**src/rtl/booth_controller.sv**
```systemverilog
// Booth multiplier sequencer: operand handshake, load/shift/add-sub control,
// iteration counter control, result handshake, and a watchdog that aborts a
// multiplication whose comparator flag never arrives.
module booth_controller #(
    parameter int unsigned WIDTH     = 16,
    parameter int unsigned CNT_WIDTH = 5,
    parameter int unsigned TIMEOUT   = 20
) (
    input  logic       clk_i,
    input  logic       reset_i,
    input  logic       src_valid_i,
    output logic       src_ready_o,
    output logic       dst_valid_o,
    input  logic       dst_ready_i,
    input  logic       comp_i,
    input  logic [1:0] q_bits_i,
    output logic       cnt_clr_o,
    output logic       cnt_en_o,
    output logic       load_en_o,
    output logic       shift_en_o,
    output logic [1:0] alu_op_o,
    output logic       busy_o,
    output logic       err_o
);

    localparam int unsigned WdWidth = CNT_WIDTH + 1;

    localparam logic [1:0] StIdle = 2'd0;
    localparam logic [1:0] StLoad = 2'd1;
    localparam logic [1:0] StCalc = 2'd2;
    localparam logic [1:0] StDone = 2'd3;

    localparam logic [WdWidth-1:0] WdLast = WdWidth'(TIMEOUT - 1);
    localparam logic [WdWidth-1:0] WdMax  = {WdWidth{1'b1}};

    // A normal run must finish before the watchdog fires, and the watchdog
    // must be able to count up to its abort point.
    if (TIMEOUT <= WIDTH) begin : g_bad_timeout
        $error("booth_controller: TIMEOUT must exceed WIDTH");
    end
    if (TIMEOUT - 1 > 2 ** WdWidth - 1) begin : g_bad_wd_width
        $error("booth_controller: TIMEOUT does not fit the watchdog");
    end

    logic [1:0]         state_q, state_d;
    logic [WdWidth-1:0] wd_q, wd_d;
    logic               err_q, err_d;

    // Next-state, watchdog and error-flag logic.
    always_comb begin
        state_d = state_q;
        wd_d    = wd_q;
        err_d   = err_q;
        case (state_q)
            StIdle: begin
                // src_ready is high in this state, so valid alone completes the handshake.
                if (src_valid_i) begin
                    state_d = StLoad;
                end
            end
            StLoad: begin
                wd_d    = '0;
                state_d = StCalc;
            end
            StCalc: begin
                // Saturate so a stuck state can never wrap back below the abort point.
                wd_d = (wd_q == WdMax) ? wd_q : wd_q + 1'b1;
                if (comp_i) begin
                    state_d = StDone;
                    err_d   = 1'b0;
                end else if (wd_q == WdLast) begin
                    state_d = StDone;
                    err_d   = 1'b1;
                end
            end
            StDone: begin
                if (dst_ready_i) begin
                    state_d = StIdle;
                    err_d   = 1'b0;
                end
            end
            default: begin
                state_d = StIdle;
                err_d   = 1'b0;
            end
        endcase
    end

    // State registers with synchronous active-high reset.
    always_ff @(posedge clk_i) begin
        if (reset_i) begin
            state_q <= StIdle;
            wd_q    <= '0;
            err_q   <= 1'b0;
        end else begin
            state_q <= state_d;
            wd_q    <= wd_d;
            err_q   <= err_d;
        end
    end

    // Moore control decode; alu_op additionally looks at the Booth bit pair.
    always_comb begin
        src_ready_o = 1'b0;
        dst_valid_o = 1'b0;
        cnt_clr_o   = 1'b0;
        cnt_en_o    = 1'b0;
        load_en_o   = 1'b0;
        shift_en_o  = 1'b0;
        alu_op_o    = 2'b00;
        busy_o      = 1'b1;
        case (state_q)
            StIdle: begin
                src_ready_o = 1'b1;
                busy_o      = 1'b0;
            end
            StLoad: begin
                load_en_o = 1'b1;
                cnt_clr_o = 1'b1;
            end
            StCalc: begin
                shift_en_o = 1'b1;
                cnt_en_o   = 1'b1;
                case (q_bits_i)
                    2'b10:   alu_op_o = 2'b10;
                    2'b01:   alu_op_o = 2'b01;
                    default: alu_op_o = 2'b00;
                endcase
            end
            StDone: begin
                dst_valid_o = 1'b1;
            end
            default: begin
                busy_o = 1'b0;
            end
        endcase
    end

    assign err_o = err_q;

endmodule
```
**config.mk**
```make
export PLATFORM = sky130hd
export DESIGN_NAME = booth_controller
export DESIGN_NICKNAME = d
export VERILOG_FILES = /design/src/rtl/booth_controller.sv
export SDC_FILE = /design/constraint.sdc
export NUM_CORES = 1
export LEC_CHECK = 0
export ABC_AREA = 1
export CORE_UTILIZATION = 35
export CTS_CLUSTER_SIZE = 20
export DETAILED_ROUTE_END_ITERATION = 12
export GPL_TIMING_DRIVEN = 0
export PLACE_DENSITY = 0.65
export REMOVE_ABC_BUFFERS = 1
export SLEW_MARGIN = 20
export SYNTH_ARGS = -nofsm -noshare
export SYNTH_HDL_FRONTEND = slang
export SYNTH_SLANG_ARGS = --single-unit
```
**constraint.sdc**
```tcl
create_clock -name clk_i -period 2.5 [get_ports clk_i]
set_input_delay 0.25 -clock clk_i [delete_from_list [all_inputs] [get_ports clk_i]]
set_output_delay 0.25 -clock clk_i [all_outputs]
set_load 0.02 [all_outputs]
```
After elaboration in Yosys (flattened, before gate mapping)
Index checks and enable logic that the tools add are counted.
- equality and inequality tests: 11
- multiplexer cells: 18
- $add $sub $neg: 1
- reduce and logical (&&, ||, !) cells: 6
- operators with widths (operator ; number):
    $pmux W6 S2 ; 1
    $mux W2 ; 5
    $mux W1 ; 8
    $pmux W2 S4 ; 1
    $add A6 B1 Y6 const B ; 1
    $eq A2 B2 Y1 const B ; 3
    $eq A6 B5 Y1 const B ; 1
    $eq A6 B6 Y1 const B ; 1
    $mux W6 ; 1
    $ne A2 B2 Y1 const B ; 3
    $reduce_and A3 Y1 ; 2
    $eq A2 B1 Y1 const B ; 2
    $pmux W2 S2 ; 1
    $reduce_bool A2 Y1 ; 2
    $ne A3 B3 Y1 const B ; 1
    $logic_not A2 Y1 ; 1
    $pmux W1 S2 ; 1
    $reduce_and A2 Y1 ; 1
- word-level logic and storage cells: 39
- bits in registers: 9

Logic depth before layout (Yosys ltp)
- word-level depth: 4
- mapped depth: 10

Least setup slack after synthesis
No wires, ideal clock.
- path kind: flip-flop to output port
- from: register state_q[0]
- to: output port alu_op_o[0]
- buffers on the path: 1
- cell stages (with the launch flop): 6
- data required time: 2.250 ns
- setup slack: 0.956 ns
- data arrival time: 1.294 ns
- path through: dfxtp_1 inv_1 ha_1 buf_2 nand2_1 nor2_1
- word-level cells in the longest chain between the ends: 2
- ends and longest elaborated chain (what ; RTL line ; source):
    start, declared ; 45 ; logic [1:0] state_q, state_d;
    start signal, assigned ; 92 ; state_q <= StIdle;
    start signal, assigned ; 96 ; state_q <= state_d;
    $eq A2 B2 Y1 ; 112 ; case (state_q)
    $mux W2 ; 112 ;
    end, declared ; 21 ; output logic [1:0] alu_op_o,
Every way passes these cells.

Final worst setup path
- from: register state_q[0]
- to: output port alu_op_o[1]
The elaborated chain is that of the path after synthesis.

==> impl_results.md <==
* Reg2reg setup slack at roughly 0.90 ns
* Crit path from: state_q[0]
* Synth Cell Area at ~630 um^2
* Fmax at ~450 MHz
* CP required at between 2 and 2.5 ns
* Sw Pwr at 326 uW
* Hold buffers post-CTS at 0
* Pins over their slew limit at 0
* Design Power at 739 uW
* Drt wl/cell at 10.1 um
* Via count of the first global-routing pass at roughly 530
* P_int at roughly 410 uW
* Vias per cell at 4.60
* R2R Path End: wd_q[3]
* Layout cells sized above 1 at 0.0991
* Sequential fraction of design power at 0.262
* Post-CTS Resized at 0
* Sw frac at 0.441
* Worst-path cell chain: inv_1 > ha_1 > nand2_1 > nor2_1 > clkdlybuf4s50_1
* TritonCTS clock tree: done
* Pre-antenna DRT Iters at 4
* DP Area at 806 um^2
* Crit-path max cell delay at 0.61 ns
* Number of antenna diodes at 0
* Power Dens Cells at 887 mW/mm^2
* Detail Placement HPWL at 1.07 mm
* Die Ht at roughly 45 um
* Postcts setup bufs at 0
* Worst path top cell family by delay: buffers and inverters
* Boundary pin count at 17
* Synth Area per Inst at between 6 and 7 um^2
* Worst-path clk slew at 0.07 ns
* Core Util, Final at 0.488
* First-pass GRT wire length at between 2 and 2.5 mm
* RePlAce Congestion at 0.770
* Drt initial violations at 15
* Clock share of power at 0.155
* Critical path's slowest cell: clkdlybuf4s50_1
* Relative slew slack at 0.717
* Yosys reg bits at 9
* Final #Nets at between 100 and 150
* Num CTS Buffers at 3
* Post-layout minimum cycle time at between 2 and 2.5 ns
* Initial antenna violation count at 0
* Leakage at around 0.38 nW
* Sequential area share after synthesis at 0.284
* Worst-case reg-to-reg path depth at 6
* Buffers on Ports at 16
* Arr. time, crit path at just under 2 ns
* Final instance area at around 830 um^2
* Worst Setup EP: alu_op_o[1]
* Unrepaired setup endpoints after global routing: no
* CP Max Fanout at 10
* Final hold violation count at 0
* Tot GR Track Use at 0.147
* Pre-CTS WS at 0.543 ns
* Crit path capture type: output pin
* Setup tns final at 0 ns
* # rows at 15
* Crit Path Class: register to output pin
* Worst-Skew Late Latency at approximately 0.26 ns
* Initial Util at 0.371
* Setup-failing EPs final at 0
* Core area at 0.00171 mm^2
* WHS at 0.441 ns
* Largest net degree at the start of global routing at 11
* DRC Markers at 0
* CP Depth at 5
* Clock tree buffer depth at 2
* Tcrit/Tclk final at 0.893
* Critical Path Source Type: register
* Number of H-tree levels at 1
* WL final at about 1.4 mm
* Placed insts at around 130
* Slew at the pin closest to its max-slew limit at roughly 0.42 ns
* Detailed-route via count at ~630
* Worst min path class: register to register
* Final setup margin at 0.268 ns
* CTS Sinks at 9
* Layout area overhead at 31.4%
* GRT overflow at 0
* Clock Skew at 0.00494 ns
* R2R Path Start: state_q[0]
* Fillers at around 180
* Non-filler instance count after layout at between 100 and 150
* DRT antenna net count at 0
* Peak supply drop at around 0.44 mV
* Root buffer cell: clkbuf_4
* Comb power frac at 0.584
* Chip width at ~45 um
* Yosys warns at 0
* Max Cap Viol at 0
* Post-synthesis instance total at 94
* Buffer and inverter count on the worst path at 2
* Status: finished clean
* Die area at 0.00199 mm^2
* Synth cell types at 19
power groups by stage:
stage	Clock (mW)	Combinational, mW	Sequential, mW
finish	0.114	0.432	0.193
global route	0.124	0.469	0.196
CTS	0.121	0.433	0.194
detailed placement	0	0.432	0.197
global placement	0	0.425	0.195
floorplan	0	0.268	0.200
per-layer routing:
metal | vias to the layer above | GRT usage | share of wire
li1 | 334 | - | -
met1 | 284 | 0.179 | 0.50
met2 | 8 | 0.235 | 0.46
met3 | 0 | 0.0653 | 0.039
met4 | 0 | 0.0364 | 0
met5 | - | 0 | 0
Yosys cell counts:
cell	count	area, um^2
buf_2	1	5.00
buf_4	2	15.0
ha_1	6	75.1
nand2_2	1	6.26
inv_2	1	3.75
nand4_1	3	18.8
o21ai_1	1	5.00
o21ai_0	1	5.00
or2_2	2	12.5
nand3_2	2	20.0
or2_1	1	6.26
nand3_1	12	60.1
dfxtp_1	9	180
nand3b_1	1	7.51
o21ai_4	1	16.3
a21oi_1	8	40.0
nand2_1	17	63.8
nor2_1	11	41.3
inv_1	14	52.6
area by class of cell:
class | count | area, um^2 | area share
multi-input combinational | 67 | 378 | 0.453
sequential | 9 | 180 | 0.216
timing repair buffer | 16 | 160 | 0.192
inverter | 15 | 56.3 | 0.0676
tap | 25 | 31.3 | 0.0375
clock buffer | 3 | 22.5 | 0.0270
clock inverter | 1 | 5.00 | 0.00601
sequential cells by signal (all words and copies together) (netlist names):
register  cells
err_o         1
state_q       2
wd_q          6
tightest hold or removal path: stages, from the launching register on:
cell and delay (ns):
dfxtp_1 0.31, inv_1 0.04, a21oi_1 0.05
layout by cell type (no fill, tap or decap):
| cell type | count |
|---|---|
| nand4_1 | 3 |
| clkinv_2 | 1 |
| a21oi_1 | 8 |
| o21ai_1 | 1 |
| inv_2 | 1 |
| o21ai_4 | 1 |
| ha_1 | 6 |
| dfxtp_1 | 9 |
| nand2_2 | 1 |
| clkbuf_4 | 3 |
| inv_1 | 14 |
| nand3_1 | 12 |
| o21ai_0 | 1 |
| nor2_1 | 11 |
| nand3_2 | 2 |
| nand3b_1 | 1 |
| clkdlybuf4s50_1 | 16 |
| or2_1 | 1 |
| or2_2 | 2 |
| nand2_1 | 17 |
how the worst min path moves through the flow:
stage	startpoint	slack (ns)	end	cells past startpoint
2_1_floorplan	reset_i	0.32	wd_q[1]	1
3_3_place_gp	err_o	0.43	err_o	2
3_5_place_dp	err_o	0.44	err_o	2
4_1_cts	err_o	0.45	err_o	2
5_1_grt	err_o	0.49	err_o	2
6_report	err_o	0.44	err_o	2
logic make-up (layout without fill, tap and decap cells):
logic type / Yosys count / count (layout) / synth area share
simple gates: 50 / 50 / 0.373
fa+ha+maj: 6 / 6 / 0.118
compound gates: 11 / 11 / 0.105
buf+inv: 18 / 35 / 0.120
flops: 9 / 9 / 0.284
Power figures use the tool's default switching activity.
